[config.mk]
export PLATFORM = sky130hd
export DESIGN_NAME = mole_scheduler
export DESIGN_NICKNAME = d
export VERILOG_FILES = /design/src/rtl/mole_scheduler.sv
export SDC_FILE = /design/constraint.sdc
export NUM_CORES = 1
export LEC_CHECK = 0
export CORE_UTILIZATION = 53
export CTS_BUF_LIST = sky130_fd_sc_hd__clkbuf_8
export DETAILED_ROUTE_END_ITERATION = 16
export PLACE_DENSITY = 0.77
export SLEW_MARGIN = 10
export SYNTH_ARGS = -nofsm -noshare
export SYNTH_HDL_FRONTEND = slang
export SYNTH_SLANG_ARGS = --single-unit
[constraint.sdc]
create_clock -name clk -period 2.5 [get_ports clk]
set_clock_uncertainty 0.1 [all_clocks]
set_input_delay 0.375 -clock clk [delete_from_list [all_inputs] [get_ports clk]]
set_output_delay 0.375 -clock clk [all_outputs]
set_load 0.005 [all_outputs]
[src/rtl/mole_scheduler.sv]
// Whack-a-mole sequencer: alternates dark gaps with a single lit mole at an
// LFSR-chosen position, scores edge-detected presses and ends after MAX_MISSES misses.
module mole_scheduler #(
    parameter int unsigned N_MOLES    = 8,
    parameter int unsigned UP_TICKS   = 50,
    parameter int unsigned GAP_TICKS  = 20,
    parameter int unsigned MAX_MISSES = 3
) (
    input  logic               clk,
    input  logic               rst,
    input  logic               tick,
    input  logic               start,
    input  logic [N_MOLES-1:0] btn,
    output logic [N_MOLES-1:0] leds,
    output logic [7:0]         score,
    output logic [3:0]         misses,
    output logic               hit,
    output logic               miss,
    output logic               game_over
);

    localparam int unsigned PosW = (N_MOLES > 1) ? $clog2(N_MOLES) : 1;
    localparam logic [7:0] PosMask = 8'(N_MOLES - 1);
    localparam logic [7:0] GapLast = 8'(GAP_TICKS - 1);
    localparam logic [7:0] UpLast  = 8'(UP_TICKS - 1);
    localparam logic [3:0] MaxMiss = 4'(MAX_MISSES);
    localparam logic [N_MOLES-1:0] OneHot0 = N_MOLES'(1);

    typedef enum logic [1:0] {StIdle, StGap, StUp, StOver} state_e;

    state_e             state_q;
    logic [7:0]         count_q;
    logic [7:0]         lfsr_q;
    logic [N_MOLES-1:0] btn_q;
    logic [PosW-1:0]    pos_q;

    logic [N_MOLES-1:0] press;
    logic [N_MOLES-1:0] pos_mask;
    logic               press_hit;
    logic               press_wrong;
    logic               up_timeout;
    logic               lfsr_fb;
    logic [3:0]         misses_inc;
    logic [PosW-1:0]    new_pos;

    always_comb begin
        press       = btn & ~btn_q;
        pos_mask    = OneHot0 << pos_q;
        press_hit   = |(press & pos_mask);
        press_wrong = |(press & ~pos_mask);
        up_timeout  = tick && (count_q == UpLast);
        // x^8 + x^6 + x^5 + x^4 + 1, shifting towards the MSB
        lfsr_fb     = lfsr_q[7] ^ lfsr_q[5] ^ lfsr_q[4] ^ lfsr_q[3];
        misses_inc  = misses + 4'd1;
        new_pos     = PosW'(lfsr_q & PosMask);
    end

    always_ff @(posedge clk or posedge rst) begin
        if (rst) begin
            state_q   <= StIdle;
            count_q   <= 8'd0;
            lfsr_q    <= 8'hA5;
            btn_q     <= '0;
            pos_q     <= '0;
            leds      <= '0;
            score     <= 8'd0;
            misses    <= 4'd0;
            hit       <= 1'b0;
            miss      <= 1'b0;
            game_over <= 1'b0;
        end else begin
            lfsr_q <= {lfsr_q[6:0], lfsr_fb};
            btn_q  <= btn;
            hit    <= 1'b0;
            miss   <= 1'b0;
            unique case (state_q)
                StIdle, StOver: begin
                    if (start) begin
                        state_q   <= StGap;
                        count_q   <= 8'd0;
                        score     <= 8'd0;
                        misses    <= 4'd0;
                        leds      <= '0;
                        game_over <= 1'b0;
                    end
                end
                StGap: begin
                    if (tick) begin
                        if (count_q == GapLast) begin
                            state_q <= StUp;
                            count_q <= 8'd0;
                            pos_q   <= new_pos;
                            leds    <= OneHot0 << new_pos;
                        end else begin
                            count_q <= count_q + 8'd1;
                        end
                    end
                end
                StUp: begin
                    // Correct press beats a wrong press, which beats the timeout
                    if (press_hit) begin
                        hit     <= 1'b1;
                        state_q <= StGap;
                        count_q <= 8'd0;
                        leds    <= '0;
                        if (score != 8'hFF) begin
                            score <= score + 8'd1;
                        end
                    end else if (press_wrong || up_timeout) begin
                        miss    <= 1'b1;
                        misses  <= misses_inc;
                        count_q <= 8'd0;
                        if (misses_inc == MaxMiss) begin
                            state_q   <= StOver;
                            leds      <= '1;
                            game_over <= 1'b1;
                        end else begin
                            state_q <= StGap;
                            leds    <= '0;
                        end
                    end else if (tick) begin
                        count_q <= count_q + 8'd1;
                    end
                end
                default: state_q <= StIdle;
            endcase
        end
    end

endmodule

==> reports/results.tsv, run 1 <==
stage	metric	value	unit
status	status	complete, no violations	
critical_path	Slowest-stage cell, CP	mux4_2	
power_and_ir_drop	Max VDD drop	0.5095	mV
grt	largest net degree at the start of global routing	53	
clocking	postcts setup bufs	0	
floorplanning	FP Rows	25	
placed_design	Post-DP HPWL	3924	µm
critical_path	CP max FO	7	
clocking	hold_buf cts	0	
clocking	H-tree Lvls	2	
placed_design	RD Place Congestion	0.8746	
critical_path	crit-path cells	clkdlybuf4s50_1 > nand2b_1 > mux4_2 > mux2_4 > buf_12 > a2111oi_2 > xnor2_1 > nor2_1	
clocking	CTS tree	yes	
synth	Async SR Flop Fraction	1.000	
floorplanning	die height	73.76	µm
grt	total grt overflow	0	
detailed_routing	vias per cell	5.604	
clocking	Clock Latency Late Sink	310	ps
min_path	Hold Crit Class	register to register	
floorplanning	full die area	5440	µm²
layout	n_diodes	0	
layout	area delta synth->final	26.04	%
synth	syn_area_per_cell	10.92	µm²
layout	Nets	328	
critical_path	r2r worst-path depth	8	
synth	Mapped Nets	270	
detailed_routing	Avg WL per Cell	14.61	µm
grt	first-pass GRT wire length	9170	µm
layout	post-layout instance area	3440	µm²
layout	fill cell total of the finished layout	363	
clocking	clk buf depth	2	
sta	hold slack	259.0	ps
detailed_routing	DRT antenna net count	0	
grt	GR Util All Layers	0.2244	
critical_path	Worst EP required	2590	ps
placed_design	placed cell areas	3337	µm²
sta	Tmin final	2449	ps
sta	fmax	408.3	MHz
critical_path	crit end category	register	
layout	Multi-input gate area	1336	µm²
critical_path	critical path data arrival time	2540	ps
detailed_routing	DR iter-0 viols	135	
layout	commonest non-fill, non-tap cells in the layout	47 x dfrtp_1, 34 x clkdlybuf4s50_1, 23 x buf_4, 16 x nor2_1	
sta	Tcrit/Tclk final	0.9796	
placed_design	# port buffers	34	
floorplanning	Placeable Area	4848	µm²
critical_path	Worst path max stage delay	490	ps
clocking	CTS Buf Count	5	
sta	Slew headroom	0.5928	
layout	register area	1308	µm²
sta	Finish-stage setup viols	0	
synth	Synth Flop Type	dfrtp_1	
sta	RSZ-0062 raised after global routing	true	
synth	Post-Synthesis Cells	250	
synth	Syn. warnings	0	
power_and_ir_drop	Leak Pwr	1.501	nW
job	max_cap viols	0	
power_and_ir_drop	PwrDens	740.5	nW/µm²
detailed_routing	final wirelength	5492	µm
critical_path	Crit path buffers/inverters	2	
sta	Slew Limit Fails	0	
layout	share of layout cells above drive strength 1	0.2201	
layout	most common cell after layout, fill and taps aside	dfrtp_1	
grt	antenna violations before repair	0	
synth	#FFs+latches synth	52	
grt	vias in the first global route	2044	
floorplanning	IO Count	35	
critical_path	delay-heaviest family, CP	multiplexers	
sta	Slew @ Worst Pin	610.7	ps
clocking	CTS resizes	0	
detailed_routing	DRC	0	
detailed_routing	DRT Pass-1 Iters	4	
floorplanning	Initial Utilization	0.5628	
critical_path	Setup CP Type	input port to register	
sta	final-report hold violation count	0	
min_path	Hold Path Cell Cnt	0	
critical_path	Stages on worst setup path	8	
synth	Seq/Total Area, Yosys	0.4787	
synth	number of synthesized flops with an enable pin	0	
synth	Yosys cell types	49	
clocking	CTS Root Cell	clkbuf_8	
detailed_routing	via count	2107	
clocking	TritonCTS Sinks	52	
critical_path	Worst Setup Start Kind	input port	
clocking	clock slew at reported path FFs	90	ps
synth	synthesized area	2729	µm²
floorplanning	Chip Width	73.76	µm
[through the flow]
stage          power (mW)  cells  setup TNS, ps  worst slack [ps]    util
3_3_place_gp        2.044    368          -3422            -230.7  0.6883
5_1_grt             2.719    376         -94.65            -33.05  0.7094
2_1_floorplan       1.648    250              0             227.1       -
4_1_cts             2.559    376              0             34.25  0.7068
6_report            2.547    376              0             50.90  0.7094
3_5_place_dp        2.074    368          -3967            -288.1  0.6883
[Yosys cell counts, drive strengths merged, types with 2 or more instances]
cell type   n  area share
mux2i       5       0.018
xnor2       8       0.026
mux4        2       0.017
ha          8       0.037
nand4       5       0.011
a22o        4       0.013
nor2b       8       0.018
dfstp       4       0.039
mux2       15       0.063
and2        4      0.0092
dfrtp      48        0.44
clkbuf      5      0.0069
a21oi      14       0.026
o221ai      5       0.018
nor2       16       0.022
nand2      14       0.019
o21ai       7       0.013
buf         4       0.011
o211ai      2      0.0055
nor3        5      0.0092
nand3      12       0.022
and3        3      0.0069
nand2b     10       0.023
a2111oi     5       0.028
a211oi      3       0.013
nor3b       2      0.0055
a21o        2      0.0055
inv        13       0.018
a41oi       2       0.012
[cell families (layout without fill, tap and decap cells)]
| group | count (synthesis) | in the layout | share of synthesized area |
|---|---|---|---|
| muxes | 22 | 22 | 0.09812 |
| and+or+nand+nor | 85 | 85 | 0.1623 |
| xor gates and xnor gates | 9 | 9 | 0.02889 |
| adders and majority gates | 8 | 8 | 0.03668 |
| buffers and inverters | 22 | 81 | 0.03577 |
| AOI/OAI and AO/OA | 52 | 52 | 0.1596 |
| DFF | 52 | 52 | 0.4787 |
[cell type report]
type / count / share of cell area
multi-input combinational: 176 / 0.3885
sequential: 52 / 0.3801
timing repair buffer: 60 / 0.1666
tap: 67 / 0.02437
clock inverter: 2 / 0.002183
clock buffer: 6 / 0.02401
inverter: 13 / 0.01419
[power by group]
| part | total [mW] | leakage [nW] | switching (mW) | internal (mW) |
|---|---|---|---|---|
| combinational | 1.10 | 0.763 | 0.594 | 0.505 |
| sequential | 0.973 | 0.684 | 0.0611 | 0.912 |
| clock | 0.475 | 0.0538 | 0.257 | 0.218 |
| total | 2.55 | 1.50 | 0.912 | 1.63 |
[flip-flops by register name, indices dropped and copies added, names as in the netlist]
register   flops
misses         4
lfsr_q         8
btn_q          8
count_q        8
miss           1
leds           8
pos_q          3
game_over      1
state_q        2
score          8
hit            1
[path summary, 6_finish.rpt]
path	slack, ps	end	startpoint
worst max-delay path	50	score[4]$_DFFE_PP0P_	btn[4]
worst min-delay path	260	lfsr_q[7]$_DFF_PP1_	lfsr_q[6]$_DFF_PP0_
worst max register to register	100	count_q[5]$_DFFE_PP0P_	count_q[3]$_DFFE_PP0P_
worst min register to register	260	lfsr_q[7]$_DFF_PP1_	lfsr_q[6]$_DFF_PP0_
max in group asynchronous	1700	lfsr_q[2]$_DFF_PP1_	rst
min in group asynchronous	330	count_q[2]$_DFFE_PP0P_	rst
[layer usage]
layer  wire length [µm]  GRT usage  share of wire  vias to the layer above
met5                  0          0              0                        -
met4                108     0.1154          0.020                        0
met3                181    0.03978          0.033                       10
met2               2727     0.3761           0.50                       46
met1               2475     0.2765           0.45                     1027
li1                   -          -              -                     1024
No activity file was read; power rests on OpenSTA's default activity.
==> run 2, diff against run 1 <==
--- a/config.mk
+++ b/config.mk
@@ -7,8 +7,9 @@
 export LEC_CHECK = 0
 export CORE_UTILIZATION = 53
 export CTS_BUF_LIST = sky130_fd_sc_hd__clkbuf_8
+export CTS_CLUSTER_SIZE = 10
 export DETAILED_ROUTE_END_ITERATION = 16
-export PLACE_DENSITY = 0.77
+export PLACE_DENSITY_LB_ADDON = 0.25
 export SLEW_MARGIN = 10
 export SYNTH_ARGS = -nofsm -noshare
 export SYNTH_HDL_FRONTEND = slang
==> constraint.sdc (replaced) <==
create_clock -name clk -period 2.5 [get_ports clk]
set_clock_uncertainty 0.1 [all_clocks]
set_input_delay 0.5 -clock clk [delete_from_list [all_inputs] [get_ports clk]]
set_output_delay 0.5 -clock clk [all_outputs]
set_load 0.005 [all_outputs]
==> reports/results.tsv, run 2 (synthesis results as in run 1) <==
stage	metric	value	unit
sta	Slew Limit Fails	0	
floorplanning	IO Count	35	
floorplanning	FP Rows	25	
clocking	CTS tree	yes	
clocking	Clock Latency Late Sink	300	ps
power_and_ir_drop	Max VDD drop	0.4069	mV
grt	first-pass GRT wire length	9673	µm
critical_path	reg-to-reg setup timing slack	130	ps
floorplanning	die height	73.76	µm
layout	commonest non-fill, non-tap cells in the layout	48 x dfrtp_1, 31 x buf_4, 26 x clkdlybuf4s50_1, 16 x nor2_1, 15 x mux2_2	
min_path	hold worst-path end	lfsr_q[7]$_DFF_PP1_	
sta	Tcrit/Tclk final	0.9490	
sta	RSZ-0062 raised after global routing	true	
sta	Finish-stage setup viols	0	
sta	Tmin final	2372	ps
sta	hold slack	254.3	ps
layout	post-layout instance area	3511	µm²
clocking	H-tree Lvls	2	
job	max_cap viols	0	
detailed_routing	DR iter-0 viols	107	
critical_path	Worst Setup Start Kind	register	
layout	Nets	336	
sta	Slew headroom	0.5832	
critical_path	Crit Reg-Reg Endpoint	misses[0]$_DFFE_PP0P_	
status	status	complete, no violations	
floorplanning	full die area	5440	µm²
layout	most common cell after layout, fill and taps aside	dfrtp_1	
clocking	CTS Root Cell	clkbuf_8	
layout	n_diodes	0	
layout	area delta synth->final	28.66	%
placed_design	RD Place Congestion	0.8409	
floorplanning	Placeable Area	4848	µm²
power_and_ir_drop	Final Power	2.574	mW
critical_path	CP max FO	8	
placed_design	# port buffers	34	
placed_design	Placed Cells	365	
power_and_ir_drop	internal power	1.653	mW
power_and_ir_drop	clock share of power	0.185	
critical_path	delay-heaviest family, CP	simple AND/OR/NAND/NOR gates	
critical_path	Setup CP Type	register to register	
detailed_routing	Avg WL per Cell	15.25	µm
sta	Slew @ Worst Pin	625.1	ps
sta	fmax	421.5	MHz
clocking	CTS Buf Count	5	
power_and_ir_drop	sequential share of power	0.376	
power_and_ir_drop	net load switching power	921.1	µW
critical_path	Crit path top cell by count	buf_4	
detailed_routing	via count	2197	
critical_path	r2r worst-path depth	8	
critical_path	Worst path max stage delay	550	ps
critical_path	Crit path buffers/inverters	2	
placed_design	Post-DP HPWL	4015	µm
grt	GR Util All Layers	0.2357	
min_path	Hold Crit Class	register to register	
min_path	Hold Path Cell Cnt	0	
critical_path	critical path data arrival time	2460	ps
sta	total negative slack	0	ps
critical_path	r2r startpoint	count_q[3]$_DFFE_PP0P_	
floorplanning	Initial Utilization	0.5628	
power_and_ir_drop	sw frac	0.3579	
detailed_routing	final wirelength	5857	µm
detailed_routing	DRC	0	
grt	vias in the first global route	2139	
sta	final-report hold violation count	0	
critical_path	crit end category	register	
layout	fill cell total of the finished layout	337	
detailed_routing	vias per cell	5.721	
power_and_ir_drop	PwrDens	733.1	nW/µm²
critical_path	crit-path cells	or4_4 > o22ai_2 > a221oi_2 > buf_4 > a211oi_4 > buf_4 > o21ai_0 > mux2_2	
power_and_ir_drop	Leak Pwr	1.550	nW
critical_path	Slowest-stage cell, CP	or4_4	
detailed_routing	DRT Pass-1 Iters	4	
clocking	TritonCTS Sinks	52	
clocking	clock slew at reported path FFs	90	ps
grt	largest net degree at the start of global routing	24	
power_and_ir_drop	combinational fraction of design power	0.439	
grt	total grt overflow	0	
detailed_routing	DRT antenna net count	0	
grt	antenna violations before repair	0	
clocking	clk buf depth	2	
floorplanning	Chip Width	73.76	µm
layout	Cell Count, Final, Fillers Out	384	
min_path	Worst Min Path Start	lfsr_q[6]$_DFF_PP0_	
layout	share of layout cells above drive strength 1	0.2461	
clocking	hold_buf cts	0	
critical_path	Worst EP required	2590	ps
placed_design	placed cell areas	3289	µm²
-- run 2: layout make-up --
class | instances | area (µm²) | share of cell area
repair buffers | 67 | 598.1 | 0.1703
multi-input cells | 177 | 1384 | 0.3942
inverters | 13 | 48.80 | 0.01390
clock inverters | 2 | 7.507 | 0.002138
flip-flops and latches | 52 | 1306 | 0.3721
clock buffers | 6 | 82.58 | 0.02352
well taps | 67 | 83.83 | 0.02388
-- run 2: worst reg2reg max path, cell delays in order (launching register included) --
cell	delay [ps]
dfrtp_1	430
or4_4	550
o22ai_2	190
a221oi_2	50
buf_4	180
a211oi_4	220
buf_4	190
o21ai_0	90
mux2_2	270
-- run 2: how the worst max path moves through the flow --
stage / start / end / slack (ps) / depth (start not counted)
3_3_place_gp: btn[7] / count_q[2]$_DFFE_PP0P_ / -340 / 8
4_1_cts: btn[1] / count_q[3]$_DFFE_PP0P_ / -6 / 8
3_5_place_dp: btn[6] / count_q[2]$_DFFE_PP0P_ / -400 / 8
5_1_grt: count_q[3]$_DFFE_PP0P_ / misses[0]$_DFFE_PP0P_ / -2 / 8
2_1_floorplan: btn[7] / state_q[1]$_DFFE_PP0P_ / 190 / 7
6_report: count_q[3]$_DFFE_PP0P_ / misses[0]$_DFFE_PP0P_ / 130 / 8
-- run 2: power by group through the flow --
stage / combinational (mW) / sequential (mW) / clock (mW)
2_1_floorplan: 0.668 / 0.980 / 0
3_3_place_gp: 1.03 / 0.984 / 0
6_report: 1.13 / 0.969 / 0.476
5_1_grt: 1.24 / 0.980 / 0.525
4_1_cts: 1.10 / 0.970 / 0.485
3_5_place_dp: 1.06 / 0.986 / 0
-- run 2: per-stage QoR --
stage,util,setup WS (ps)
2_1_floorplan,-,192.5
3_3_place_gp,0.6785,-336.3
3_5_place_dp,0.6785,-404.7
4_1_cts,0.7174,-6.231
5_1_grt,0.7241,-2.163
6_report,0.7241,127.5
-- run 2: metal layers --
metal	global-route usage	up-vias	part of all wire
met5	0	-	0
li1	-	1044	-
met3	0.04664	10	0.029
met4	0.1004	0	0.015
met1	0.2969	1093	0.44
met2	0.3945	50	0.51
-- run 2: timing repair --
item | CTS | global route
gates cloned | 1 | 0
gates resized for setup | 10 | 6
pin swaps | 1 | 1
setup buffers | 10 | 0
setup endpoints to repair | 20 | 21
